$ cat src/rtl/cat_image_loader_pkg.sv
// Shared types and constants for the cat image loader: FSM state encoding,
// control-register layout and image geometry defaults.
package cat_loader_pkg;

  typedef enum logic [3:0] {
    ST_GATHER,
    ST_WR_SETUP,
    ST_WR_ACCESS,
    ST_GO_SETUP,
    ST_GO_ACCESS,
    ST_WAIT,
    ST_CLR_SETUP,
    ST_CLR_ACCESS,
    ST_REPORT
  } state_e;

  localparam int PixelsPerWord         = 3;
  localparam int DefaultPixelsPerImage = 12288;
  localparam int WordsPerImage         = DefaultPixelsPerImage / PixelsPerWord;

  // Start_work lives in bit 0 of the control word at address 0.
  localparam int CtrlAddr     = 0;
  localparam int StartWorkBit = 0;

  function automatic int words_per_image(input int pixels);
    return pixels / PixelsPerWord;
  endfunction

endpackage

$ cat src/rtl/cat_image_loader_packer.sv
// Packs three consecutive pixels into one bus word, first pixel in the MSBs.
// word/word_done are valid combinationally in the cycle the third pixel is taken.
module pixel_packer #(
  parameter int PixelWidth = 8,
  parameter int WordWidth  = 24
) (
  input  logic                  clk,
  input  logic                  rst,
  input  logic                  pix_take,
  input  logic [PixelWidth-1:0] pix_data,
  output logic                  word_done,
  output logic [WordWidth-1:0]  word
);

  // Holds the first two pixels of the current triple.
  logic [WordWidth-PixelWidth-1:0] shift_q, shift_d;
  logic [1:0]                      cnt_q, cnt_d;

  always_comb begin
    shift_d   = shift_q;
    cnt_d     = cnt_q;
    word_done = pix_take && (cnt_q == 2'd2);
    word      = {shift_q, pix_data};
    if (pix_take) begin
      if (cnt_q == 2'd2) begin
        shift_d = '0;
        cnt_d   = 2'd0;
      end else begin
        shift_d = {shift_q[WordWidth-2*PixelWidth-1:0], pix_data};
        cnt_d   = cnt_q + 2'd1;
      end
    end
  end

  always_ff @(posedge clk) begin
    if (rst) begin
      shift_q <= '0;
      cnt_q   <= 2'd0;
    end else begin
      shift_q <= shift_d;
      cnt_q   <= cnt_d;
    end
  end

endmodule

$ cat src/rtl/cat_image_loader.sv
// Streams an image into CatRecognizer over APB, kicks Start_work, waits a
// fixed latency, captures the verdict, clears Start_work and reports.
module cat_image_loader
  import cat_loader_pkg::*;
#(
  parameter int Amba_Word       = 24,
  parameter int Amba_Addr_Depth = 13,
  parameter int PixelWidth      = 8,
  parameter int PixelsPerImage  = WordsPerImage * PixelsPerWord,
  parameter int ResultWait      = 4150
) (
  input  logic                       clk,
  input  logic                       rst,
  input  logic                       pix_valid,
  input  logic [PixelWidth-1:0]      pix_data,
  output logic                       pix_ready,
  output logic                       PSEL,
  output logic                       PENABLE,
  output logic                       PWRITE,
  output logic [Amba_Addr_Depth-1:0] PADDR,
  output logic [Amba_Word-1:0]       PWDATA,
  input  logic                       CatRecIn,
  output logic                       result_valid,
  output logic                       result_cat,
  output logic                       busy
);

  localparam int                         Words     = words_per_image(PixelsPerImage);
  localparam logic [Amba_Addr_Depth-1:0] LastIdx   = Amba_Addr_Depth'(Words);
  localparam logic [Amba_Addr_Depth-1:0] CtrlAddrW = Amba_Addr_Depth'(CtrlAddr);
  localparam logic [Amba_Word-1:0]       StartWord = Amba_Word'(1) << StartWorkBit;
  localparam int                         WaitW     = $clog2(ResultWait + 1);
  localparam logic [WaitW-1:0]           WaitLast  = WaitW'(ResultWait - 1);

  state_e                     state_q, state_d;
  logic [Amba_Addr_Depth-1:0] idx_q, idx_d;
  logic [Amba_Addr_Depth-1:0] paddr_q, paddr_d;
  logic [Amba_Word-1:0]       pwdata_q, pwdata_d;
  logic [WaitW-1:0]           wait_q, wait_d;
  logic                       cat_q, cat_d;

  logic                       pix_take;
  logic                       word_done;
  logic [Amba_Word-1:0]       packed_word;

  // Gate with rst so nothing is handshaken while the packer is being cleared.
  assign pix_ready = (state_q == ST_GATHER) && !rst;
  assign pix_take  = pix_valid && pix_ready;

  pixel_packer #(
    .PixelWidth (PixelWidth),
    .WordWidth  (Amba_Word)
  ) u_packer (
    .clk       (clk),
    .rst       (rst),
    .pix_take  (pix_take),
    .pix_data  (pix_data),
    .word_done (word_done),
    .word      (packed_word)
  );

  always_comb begin
    state_d  = state_q;
    idx_d    = idx_q;
    paddr_d  = paddr_q;
    pwdata_d = pwdata_q;
    wait_d   = wait_q;
    cat_d    = cat_q;
    unique case (state_q)
      ST_GATHER: begin
        if (word_done) begin
          state_d  = ST_WR_SETUP;
          paddr_d  = idx_q;
          pwdata_d = packed_word;
        end
      end
      ST_WR_SETUP:  state_d = ST_WR_ACCESS;
      ST_WR_ACCESS: begin
        if (idx_q == LastIdx) begin
          state_d  = ST_GO_SETUP;
          paddr_d  = CtrlAddrW;
          pwdata_d = StartWord;
        end else begin
          state_d = ST_GATHER;
          idx_d   = idx_q + 1'b1;
        end
      end
      ST_GO_SETUP:  state_d = ST_GO_ACCESS;
      ST_GO_ACCESS: begin
        state_d = ST_WAIT;
        wait_d  = '0;
      end
      ST_WAIT: begin
        if (wait_q == WaitLast) begin
          state_d  = ST_CLR_SETUP;
          cat_d    = CatRecIn;
          paddr_d  = CtrlAddrW;
          pwdata_d = '0;
        end else begin
          wait_d = wait_q + 1'b1;
        end
      end
      ST_CLR_SETUP:  state_d = ST_CLR_ACCESS;
      ST_CLR_ACCESS: state_d = ST_REPORT;
      ST_REPORT: begin
        state_d = ST_GATHER;
        idx_d   = Amba_Addr_Depth'(1);
      end
      default: state_d = ST_GATHER;
    endcase
  end

  always_ff @(posedge clk) begin
    if (rst) begin
      state_q  <= ST_GATHER;
      idx_q    <= Amba_Addr_Depth'(1);
      paddr_q  <= '0;
      pwdata_q <= '0;
      wait_q   <= '0;
      cat_q    <= 1'b0;
    end else begin
      state_q  <= state_d;
      idx_q    <= idx_d;
      paddr_q  <= paddr_d;
      pwdata_q <= pwdata_d;
      wait_q   <= wait_d;
      cat_q    <= cat_d;
    end
  end

  assign PSEL         = (state_q == ST_WR_SETUP)  || (state_q == ST_WR_ACCESS) ||
                        (state_q == ST_GO_SETUP)  || (state_q == ST_GO_ACCESS) ||
                        (state_q == ST_CLR_SETUP) || (state_q == ST_CLR_ACCESS);
  assign PENABLE      = (state_q == ST_WR_ACCESS) || (state_q == ST_GO_ACCESS) ||
                        (state_q == ST_CLR_ACCESS);
  assign PWRITE       = PSEL;
  assign PADDR        = paddr_q;
  assign PWDATA       = pwdata_q;
  assign result_valid = (state_q == ST_REPORT);
  assign result_cat   = cat_q;
  assign busy         = (state_q != ST_GATHER);

endmodule
$ cat config.mk
export PLATFORM = sky130hd
export DESIGN_NAME = cat_image_loader
export DESIGN_NICKNAME = d
export VERILOG_FILES = /design/src/rtl/cat_image_loader_pkg.sv /design/src/rtl/cat_image_loader_packer.sv /design/src/rtl/cat_image_loader.sv
export SDC_FILE = /design/constraint.sdc
export NUM_CORES = 1
export LEC_CHECK = 0
export BUFFER_PORTS_ARGS = -buffer_cell sky130_fd_sc_hd__buf_2
export CELL_PAD_IN_SITES_DETAIL_PLACEMENT = 1
export CELL_PAD_IN_SITES_GLOBAL_PLACEMENT = 1
export CORE_MARGIN = 4
export CORE_UTILIZATION = 40
export DETAILED_ROUTE_END_ITERATION = 6
export PLACE_DENSITY = 0.77
export SKIP_CTS_REPAIR_TIMING = 1
export SLEW_MARGIN = 25
export SYNTH_ARGS = -nofsm -noshare
export SYNTH_HDL_FRONTEND = slang
export SYNTH_HIERARCHICAL = 1
export SYNTH_SLANG_ARGS = --single-unit
$ cat constraint.sdc
create_clock -name clk -period 4 [get_ports clk]
set_clock_uncertainty 0.1 [all_clocks]
set_input_delay 0.2 -clock clk [delete_from_list [all_inputs] [get_ports clk]]
set_output_delay 0.2 -clock clk [all_outputs]
set_load 0.01 [all_outputs]
Yosys cells after proc, flatten, opt, wreduce, memory -nomap -nowiden
Index checks and enable logic that the tools add are counted.
{"block": "totals", "output_inout_bits": 44, "wordCells": 66, "in_bits": 12, "register_bits": 86}
{"block": "classes", "addsub": 3, "n_mux": 18, "n_eq_ne": 16, "n_reduce_logical": 21}
{"operator": "24-bit two-way mux", "n": 3}
{"operator": "24-bit case mux with 3 select lines", "n": 1}
{"operator": "13-bit two-way mux", "n": 5}
{"operator": "13-bit case mux with 2 select lines", "n": 2}
{"operator": "13-bit case mux with 3 select lines", "n": 1}
{"operator": "4-bit case mux with 8 select lines", "n": 1}
{"operator": "13-bit by 1-bit adder with 13-bit output (second input constant)", "n": 2}
{"operator": "13-bit == test (second input constant)", "n": 2}
{"operator": "4-bit by 3-bit == test with 1-bit output (second input constant)", "n": 4}
{"operator": "16-bit two-way mux", "n": 1}
{"operator": "4-bit by 2-bit == test with 1-bit output (second input constant)", "n": 2}
{"operator": "4-bit two-way mux", "n": 2}
{"operator": "2-bit inequality test (second input constant)", "n": 4}
{"operator": "2-bit AND reduction", "n": 4}
{"operator": "1-bit logical OR", "n": 7}
{"operator": "4-bit by 1-bit == test with 1-bit output (second input constant)", "n": 1}
{"operator": "4-bit == test (second input constant)", "n": 1}
{"operator": "4-bit logical NOT", "n": 1}
{"operator": "2-bit two-way mux", "n": 2}
{"operator": "4-bit AND reduction", "n": 1}
{"operator": "2-bit nonzero test", "n": 2}
{"operator": "4-bit nonzero test", "n": 1}
{"operator": "1-bit logical AND", "n": 3}
{"operator": "3-bit nonzero test", "n": 1}
{"operator": "4 further kinds", "n": 4}

Logic depth before layout (Yosys ltp)
Gate-level depths: netlist of the first run.
{"block": "logic_depth", "word_depth": 6, "mapped_depth": 14}

Hierarchy
Netlist of the first run, hierarchy kept.
{"module": "cat_image_loader", "seq_area_each_um2": 1361.3, "area_each_um2": 3258.1, "cells_per_inst": 363, "n_inst": 1}
{"module": "pixel_packer", "seq_area_each_um2": 360.3, "area_each_um2": 835.8, "cells_per_inst": 90, "n_inst": 1}

Worst setup path before layout of the first run
Ideal clock, no wire load.
{"block": "synth_path", "path_type": "reg-to-reg", "start": "reg state_q[0]", "end": "reg paddr_q[0] (netlist: PADDR[0])", "period_less_slack_ns": 3.115, "required_time_ns": 3.780, "n_path_buf": 5, "path_stages_with_launch": 15, "arrival_ns": 2.896, "slack_ns": 0.885, "cell_sequence": "dfxtp_1 > clkbuf_1 > or4_1 > nor2_1 > and2_1 > buf_4 > inv_2 > buf_4 > nor2_1 > nor4_1 > a211oi_1 > o211ai_1 > buf_4 > buf_6 > mux2i_1"}
{"block": "synth_between", "elab_chain_len": 6, "elab_cells_between_ends": 12, "classes_between": "5 x eq/ne; 1 x mux; 6 x reduce/logical"}
{"item": "start: declaration", "line_no": "cat_image_loader.sv:35", "rtl": "state_e state_q, state_d;"}
{"item": "start signal: assignment", "line_no": "cat_image_loader.sv:122", "rtl": "state_q <= state_d;"}
{"item": "4-bit logical NOT", "line_no": "cat_image_loader.sv:47", "rtl": "assign pix_ready = (state_q == ST_GATHER) && !rst;"}
{"item": "1-bit logical AND", "line_no": "cat_image_loader.sv:47"}
{"item": "named net pix_ready", "line_no": "cat_image_loader.sv:16", "rtl": "output logic pix_ready,"}
{"item": "1-bit logical AND", "line_no": "cat_image_loader.sv:48", "rtl": "assign pix_take = pix_valid && pix_ready;"}
{"item": "named net pix_take", "line_no": "cat_image_loader.sv:42", "rtl": "logic pix_take;"}
{"item": "1-bit logical AND", "line_no": "cat_image_loader_packer.sv:22", "rtl": "word_done = pix_take && (cnt_q == 2'd2);"}
{"item": "named net word_done", "line_no": "cat_image_loader.sv:43", "rtl": "logic word_done;"}
{"item": "2-bit by 1-bit inequality test with 1-bit output (no line)"}
{"item": "4-bit AND reduction (no line)"}
{"item": "end signal: assignment", "line_no": "cat_image_loader.sv:124", "rtl": "paddr_q <= paddr_d;"}
{"item": "end: declaration", "line_no": "cat_image_loader.sv:37", "rtl": "logic [Amba_Addr_Depth-1:0] paddr_q, paddr_d;"}
The timed path passes the listed nets, and every way through them passes these cells.
A chain may end at the register's enable or synchronous reset.

Final worst setup path of the first run
{"block": "layout_path", "start": "reg state_q[0]", "end": "reg pwdata_q[0] (netlist: PWDATA[0])"}
{"block": "layout_between", "elab_chain_len": 6, "elab_cells_between_ends": 12, "classes_between": "5 x eq/ne; 1 x mux; 6 x reduce/logical"}
{"item": "4-bit logical NOT", "line_no": "cat_image_loader.sv:47"}
{"item": "1-bit logical AND", "line_no": "cat_image_loader.sv:47"}
{"item": "1-bit logical AND", "line_no": "cat_image_loader.sv:48"}
{"item": "named net pix_take", "line_no": "cat_image_loader.sv:42"}
{"item": "1-bit logical AND", "line_no": "cat_image_loader_packer.sv:22"}
{"item": "named net word_done", "line_no": "cat_image_loader.sv:43"}
{"item": "2-bit by 1-bit inequality test with 1-bit output (no line)"}
{"item": "4-bit AND reduction (no line)"}
{"item": "end signal: assignment", "line_no": "cat_image_loader.sv:125", "rtl": "pwdata_q <= pwdata_d;"}
{"item": "end: declaration", "line_no": "cat_image_loader.sv:38", "rtl": "logic [Amba_Word-1:0] pwdata_q, pwdata_d;"}
The timed path passes the listed nets, and every way through them passes these cells.

==> results of run 1 <==
final cells by class:
class / count / area (µm²) / area share [%]
multi-input cells: 322 / 2110 / 46.3
flip-flops and latches: 86 / 1720 / 37.9
repair buffers: 63 / 339 / 7.46
well taps: 133 / 166 / 3.66
clock buffers: 11 / 141 / 3.11
clock inverters: 4 / 47.5 / 1.05
inverters: 7 / 26.3 / 0.578
layer usage:
layer	part of all wire [%]	vias up	routed length, µm
li1	-	1627	-
met1	48	1590	4710
met2	47	50	4650
met3	3.8	11	375
met4	1.6	0	158
met5	0	-	0
per-stage QoR:
| stage | utilization [%] | hold WS [ps] |
|---|---|---|
| global placement | 44.1 | 338 |
| CTS | 46.0 | -32.8 |
| detailed placement | 44.1 | 354 |
| global route | 46.1 | 8.81 |
| floorplan | - | 243 |
| finish | 46.1 | -20.9 |
worst max path at each step:
| stage | end | slack, ps | cells after the start |
|---|---|---|---|
| floorplan | PADDR[0] | 880 | 14 |
| global placement | PWDATA[0] | 1070 | 10 |
| detailed placement | PWDATA[0] | 920 | 10 |
| CTS | PWDATA[0] | 880 | 10 |
| global route | PWDATA[0] | 600 | 10 |
| finish | PWDATA[0] | 840 | 10 |
report_power, final:
group          total (mW)  switching (mW)  internal, mW
logic              0.0768          0.0482        0.0286
clock network       0.607           0.306         0.301
registers           0.869         0.00634         0.863
total                1.55           0.361          1.19
cell families after synthesis:
logic type	share of synthesized area [%]
buffers and inverters	6.66
adders and majority gates	1.22
AOI/OAI and AO/OA	9.47
and+or+nand+nor	28.5
muxes	9.54
xor gates and xnor gates	2.57
DFF	42.1
worst max-delay path: stages (launching register included):
cell,delay [ps]
dfxtp_1,480
or4_1,610
nor2_1,130
and2_1,170
inv_2,160
nor2_1,190
nor4_1,100
a211oi_1,330
o211ai_1,190
buf_4,300
a221oi_1,310
registers in the layout, indices dropped and copies added, names as in the netlist:
| register | count |
|---|---|
| PADDR | 13 |
| PWDATA | 24 |
| idx_q | 13 |
| result_cat | 1 |
| state_q | 4 |
| u_packer/cnt_q | 2 |
| u_packer/shift_q | 16 |
| wait_q | 13 |
cells in the final DEF (no fill, tap or decap), types with 2 or more instances in the layout:
cell,n
a21oi_1,28
or4b_1,2
or4_1,3
mux2i_1,39
nand2_1,65
a21oi_2,9
nand3_2,9
clkinv_2,2
o21ai_0,11
nand4_1,7
o21a_1,2
o31ai_1,2
nor2_1,18
or2_2,3
ha_1,4
and4_1,5
or3_1,14
inv_1,6
nand3b_1,2
nor4b_1,4
xnor2_1,5
nand3_1,15
dfxtp_1,86
nand2b_1,39
nor4_1,5
xor2_1,7
and2_1,3
buf_2,55
nor3_1,3
nor3b_1,2
clkbuf_8,10
buf_4,7
==> flow_summary.ini, run 1 <==
[setup_path]
cp-start-kind = flop
cp.arrival_ps = 3330
crit_type = flop to flop
path_max_fanout = 23
worstRegToRegCells = 10
r2r-end = PWDATA[0]
r2r_slack_ps = 840
crit_required_ps = 4160
r2r_start = state_q[0]
end_kind = flop
crit_path_start = state_q[0]

[drt]
viasPerCell = 5.24
drt_first_pass_iters = 4
routed_wl_um = 9890
ant_nets = 0
post_drt_wl_per_cell_um = 15.8
drt-initial-drc-count = 74
vias = 3278
drc = 0

[grt]
grt_util_met1_pct = 22.6
grt_use_met3_pct = 3.20
grt.busiest_layer = met2
gr-total-overflow = 0
track_usage_pct = 17.6
grt_pass1_wl_um = 16500
grt_pass1_vias = 3326
grt_max_degree = 66
antenna_found_initial = 0
grt_util_met2_pct = 28.8

[finish]
fin_cells = 626
antenna-diode-count = 0
fillers = 1187
nets = 505
area_growth_pct = 11.1
drive_gt1_share_pct = 20.9
final_area_um2 = 4550

[cts]
clk_pin_slew_worst_paths_ps = 90
cts_made_buffers = 9
clock-sinks = 86
clock_latency_ps = 360
cts_max_path_buffers = 2
cts_max_level = 3
cts_tree = yes
cts-root-buf = clkbuf_8

[synth]
synth-seq-cells = 86
syn-cell-area_um2 = 4090
synth-async-reset-ratio_pct = 0
synth_cells = 453
synth_cell_types = 52
yosys-top-cells-area = dfxtp_1, mux2i_1, nand2_1
syn-num-nets = 469
synthFlopType = dfxtp_1
synth_edf_count = 0
yosysWarnings = 6
yosysMostFrequentCell = dfxtp_1
ys_seq_area_share_pct = 42.1
avgSynthCellArea_um2 = 9.04
synth_common_cells = dfxtp_1, nand2_1, mux2i_1, nand2b_1, a21oi_1
synth_largest_area_cell = dfxtp_1
synth.top_cell.area_share_pct = 42.1

[sta]
hold_ws_ps = -20.9
tightest_slew_ps = 928
rsz0062_at_grt = false
hold_viol_final = 2
setup_viol = 0
fin_setup_tns_ps = 0
post-route-period-util_pct = 79.1
period_minus_slack_ps = 3160
slew-limit-headroom_pct = 37.3
drv_slew = 0
fmax_ghz = 0.316
fin_ws_ps = 836

[die]
die_h_um = 109
core_um2 = 9860
placementRows = 36
io_pins = 56
start_util_pct = 41.5
die_area_um2 = 11900
die_x_um = 109

[placed_design]
hpwl_um = 6880
postPlaceCellArea_um2 = 4350
gp_congestion = 0.773
dpl.cell_count = 610
place_ws_ps = 916
port_buffers = 55

[run_status]
failed_checks = negative hold slack
outcome = finished with violations

[job]
cap_viol_max_count = 0

[pwr]
leakage_nw = 1.88
p_total_mw = 1.55
p_per_area_nw_per_um2 = 341
ir_worst_vdd_uv = 144

[min_path]
hp-class = input pin to flop
min_to = result_cat
min-delay-start = CatRecIn
whs_path_depth = 3
Power figures use the tool's default switching activity.
==> run 2, diff against run 1 <==
--- a/config.mk
+++ b/config.mk
@@ -9,9 +9,9 @@
 export CELL_PAD_IN_SITES_DETAIL_PLACEMENT = 1
 export CELL_PAD_IN_SITES_GLOBAL_PLACEMENT = 1
 export CORE_MARGIN = 4
-export CORE_UTILIZATION = 40
+export CORE_UTILIZATION = 39
 export DETAILED_ROUTE_END_ITERATION = 6
-export PLACE_DENSITY = 0.77
+export PLACE_DENSITY = 0.78
 export SKIP_CTS_REPAIR_TIMING = 1
 export SLEW_MARGIN = 25
 export SYNTH_ARGS = -nofsm -noshare
==> constraint.sdc (replaced) <==
create_clock -name clk -period 2.9 [get_ports clk]
set_clock_uncertainty 0.1 [all_clocks]
set_input_delay 0.145 -clock clk [delete_from_list [all_inputs] [get_ports clk]]
set_output_delay 0.145 -clock clk [all_outputs]
set_load 0.01 [all_outputs]
==> run 2 against run 1 <==
Net effect:
- the flow now finishes without violations
- register-to-register slack got worse by 530 ps
- largest power group unchanged
- utilization decreased by 0.38 points
- total power increased by 38%
- flip-flop and latch count unchanged
==> flow_summary.ini, run 2 (synthesized netlist as in run 1, its figures left out) <==
[cts]
clk_pin_slew_worst_paths_ps = 80
cts_tree = yes
clock-sinks = 86
cts_made_buffers = 9
cts_max_path_buffers = 2
clock_latency_ps = 350
cts-root-buf = clkbuf_8
cts_max_level = 3

[sta]
fin_setup_tns_ps = 0
fmax_ghz = 0.385
tightest_slew_ps = 809
slew-limit-headroom_pct = 45.3
hold_viol_final = 0
rsz0062_at_grt = false
setup_viol = 0
post-route-period-util_pct = 89.5
fin_ws_ps = 305
period_minus_slack_ps = 2600
drv_slew = 0

[setup_path]
path_max_fanout = 13
crit_type = flop to flop
r2r-end = PWDATA[0]
crit_path_start = state_q[3]
critPathSlowestCell = or4_4
crit_required_ps = 3060
r2r_slack_ps = 300
worstRegToRegCells = 10
cp-start-kind = flop
path_cells = or4_4 > nor2_4 > and2_1 > inv_2 > nor2_1 > nor4_1 > a211oi_1 > o211ai_1 > buf_4 > a221oi_1
end_kind = flop
max_stage_delay_ps = 550
cp.arrival_ps = 2750
r2r_start = state_q[3]

[finish]
largest_reg_flops = 24
area_growth_pct = 14.8
drive_gt1_share_pct = 21.7
layout_common_cells = dfxtp_1, nand2_1, buf_2, mux2i_1, nand2b_1
antenna-diode-count = 0
nets = 519
fillers = 1226
final_common_cell = dfxtp_1

[min_path]
min-delay-start = rst
min_to = PADDR[11]
whs_path_depth = 4
hp-class = input pin to flop

[run_status]
outcome = completed

[die]
core_um2 = 10300
start_util_pct = 39.8
die_area_um2 = 12200
placementRows = 37
io_pins = 56
die_h_um = 110
die_x_um = 110

[grt]
grt_pass1_wl_um = 16600
track_usage_pct = 16.3
grt_max_degree = 66
antenna_found_initial = 0
gr-total-overflow = 0
grt_pass1_vias = 3366

[pwr]
leakage_nw = 1.95
p_per_area_nw_per_um2 = 456
ir_worst_vdd_uv = 213

[placed_design]
place_ws_ps = 384
gp_congestion = 0.804
port_buffers = 55
hpwl_um = 6900

[drt]
drt_first_pass_iters = 4
viasPerCell = 5.16
drc = 0
routed_wl_um = 9850
drt-initial-drc-count = 116
post_drt_wl_per_cell_um = 15.3
vias = 3321
ant_nets = 0

[job]
cap_viol_max_count = 0
run 2: cell count changes in the layout (fill, tap and decap cells not counted), sizes merged:
cell and change:
buf +5, dlygate4sd3 +9
run 2: layer usage:
metal	vias up	part of all wire (%)	GRT usage, %
met4	0	0.64	3.45
met2	45	49	27.6
li1	1652	-	-
met5	-	0	0
met1	1620	47	20.8
met3	4	3.4	4.66
run 2: worst max-delay path by stage:
stage | endpoint | slack, ps
after floorplan | PADDR[0] | 2
after global placement | PWDATA[0] | 510
after detailed placement | PADDR[12] | 380
after CTS | PWDATA[0] | 350
after global routing | PWDATA[0] | 110
final | PWDATA[0] | 300
run 2: area by class of cell:
cell class | count | area [µm²] | share of cell area (%)
clock buffers | 11 | 141 | 3.01
multi-input cells | 322 | 2120 | 45.0
flip-flops and latches | 86 | 1720 | 36.6
well taps | 136 | 170 | 3.62
inverters | 7 | 26.3 | 0.559
repair buffers | 77 | 475 | 10.1
clock inverters | 4 | 47.5 | 1.01
run 2: metrics by stage:
stage	total power, mW	cells	util (%)	area (µm²)	hold slack [ps]
finish	2.14	643	45.7	4700	176
global route	2.25	643	45.7	4700	190
CTS	2.17	634	44.9	4610	-83.3
detailed placement	1.34	619	43.0	4420	300
global placement	1.33	619	43.0	4420	282
floorplan	1.31	453	-	4110	188
run 2: report_power, final:
group	leakage, nW	total, mW	switching [mW]	internal (mW)
sequential	0.694	1.20	0.00804	1.19
combinational	1.16	0.118	0.0684	0.0494
clock	0.0952	0.826	0.411	0.415
run 2: worst max-delay path, delay by kind of cell (launching register included):
kind | cells | cell delay [ps]
simple gates | 5 | 1020
compound gates | 3 | 770
flops | 1 | 320
buf+inv | 2 | 290
==> run 3, diff against run 2 <==
--- a/config.mk
+++ b/config.mk
@@ -12,6 +12,7 @@
 export CORE_UTILIZATION = 39
 export DETAILED_ROUTE_END_ITERATION = 6
 export PLACE_DENSITY = 0.78
+export RECOVER_POWER = 100
 export SKIP_CTS_REPAIR_TIMING = 1
 export SLEW_MARGIN = 25
 export SYNTH_ARGS = -nofsm -noshare
==> run 3 against run 2 <==
Net effect:
- flip-flop and latch count stayed put
- via count is 0.27% lower
- critical endpoint unchanged
- largest cell class unchanged
- critical path type unchanged
- highest routed layer unchanged
- fmax decreased by 1.3%
- design area decreased by 1.9%
- die area is the same
==> flow_summary.ini, run 3 (synthesized netlist as in run 1, its figures left out) <==
[sta]
setup_viol = 0
fin_setup_tns_ps = 0
post-route-period-util_pct = 90.7
fmax_ghz = 0.380
period_minus_slack_ps = 2630
rsz0062_at_grt = false
drv_slew = 0
hold_ws_ps = 172
tightest_slew_ps = 924
slew-limit-headroom_pct = 38.4
hold_viol_final = 0

[finish]
area_growth_pct = 12.6
final_common_cell = dfxtp_1
seq_area_um2 = 1720
nets = 519
multi_input_area_um2 = 2090
layout_common_cells = dfxtp_1, nand2_1, clkbuf_1, mux2i_1, nand2b_1
largest_reg_flops = 24
fillers = 1252
antenna-diode-count = 0
drive_gt1_share_pct = 11.4

[drt]
ant_nets = 0
vias = 3312
post_drt_wl_per_cell_um = 15.4
drt-initial-drc-count = 108
routed_wl_um = 9900
drc = 0
drt_first_pass_iters = 4
viasPerCell = 5.15

[pwr]
ir_worst_vdd_uv = 213
p_per_area_nw_per_um2 = 464
p_sw_share_pct = 22.7
p_int_mw = 1.65
comb_power_share_pct = 5.3
pwr-share-seq_pct = 56.0
p_sw_uw = 486
leakage_nw = 1.75
power_frac_clock_pct = 38.6

[cts]
clock-sinks = 86
cts_made_buffers = 9
clock_latency_ps = 350
cts-root-buf = clkbuf_8
cts_max_path_buffers = 2
clk_pin_slew_worst_paths_ps = 80
cts_tree = yes
cts_max_level = 3

[die]
io_pins = 56
core_um2 = 10300
die_h_um = 110
die_area_um2 = 12200
die_x_um = 110
start_util_pct = 39.8
placementRows = 37

[setup_path]
path_max_fanout = 13
max_stage_delay_ps = 550
crit_required_ps = 3060
cp-start-kind = flop
r2r_slack_ps = 270
endpoint = PWDATA[0]
worstRegToRegCells = 10
r2r_start = state_q[3]
end_kind = flop
r2r-end = PWDATA[0]
path_cells = or4_4 > nor2_4 > and2_0 > inv_2 > nor2_1 > nor4_1 > a211oi_1 > o211ai_1 > buf_4 > a221oi_1
crit_type = flop to flop
critPathSlowestCell = or4_4
crit_path_start = state_q[3]
cp.arrival_ps = 2790

[run_status]
outcome = completed

[grt]
grt_max_degree = 66
grt_pass1_wl_um = 16600
grt_pass1_vias = 3366
antenna_found_initial = 0
track_usage_pct = 16.3
gr-total-overflow = 0

[min_path]
hp-class = input pin to flop

[placed_design]
hpwl_um = 6900
port_buffers = 55
gp_congestion = 0.804

[job]
cap_viol_max_count = 0
[run 3: cell count changes in the layout (fill, tap and decap cells not counted)]
| cell | delta |
|---|---|
| a21oi_2 | -4 |
| a21oi_1 | +4 |
| and2_1 | -1 |
| clkbuf_1 | +45 |
| and2_0 | +1 |
| nand3_2 | -3 |
| buf_2 | -43 |
| buf_4 | -2 |
| nand3_1 | +3 |
[run 3: worst max-delay path: cells and delay by family (launching register included)]
kind / cells / cell delay [ps]
compound gates: 3 / 770
buf+inv: 2 / 310
flops: 1 / 310
simple gates: 5 / 1050
[run 3: routing by layer]
metal / global-route usage [%] / vias up / share of wire (%)
li1: - / 1654 / -
met5: 0 / - / 0
met2: 27.6 / 42 / 49
met1: 20.8 / 1612 / 47
met3: 4.66 / 4 / 3.0
met4: 3.45 / 0 / 0.64
[run 3: how the worst min path moves through the flow]
stage / startpoint / to / slack, ps / depth (start not counted)
floorplan: pix_data[0] / u_packer/shift_q[0] / 190 / 2
global placement: CatRecIn / result_cat / 280 / 3
detailed placement: CatRecIn / result_cat / 300 / 3
CTS: CatRecIn / result_cat / -80 / 3
global route: rst / PADDR[11] / 190 / 4
finish: rst / PADDR[11] / 170 / 4
[run 3: layout make-up]
type	instances	share of cell area (%)
clock buffers	11	3.07
inverters	7	0.570
flip-flops and latches	86	37.4
multi-input cells	322	45.3
well taps	136	3.69
repair buffers	77	8.99
clock inverters	4	1.03
[run 3: power groups by stage]
stage | sequential, mW | clock, mW | combinational (mW)
2_1_floorplan | 1.23 | 0 | 0.0852
3_3_place_gp | 1.23 | 0 | 0.108
3_5_place_dp | 1.23 | 0 | 0.110
4_1_cts | 1.20 | 0.857 | 0.110
5_1_grt | 1.20 | 0.917 | 0.126
6_report | 1.20 | 0.826 | 0.114
[run 3: through the flow]
stage,utilization (%),instance area (µm²),power [mW],instances,setup slack [ps]
finish,44.8,4610,2.14,643,271
CTS,44.9,4610,2.17,634,351
floorplan,-,4110,1.31,453,1.75
detailed placement,43.0,4420,1.34,619,384
global placement,43.0,4420,1.33,619,506
global route,44.8,4610,2.24,643,61.4
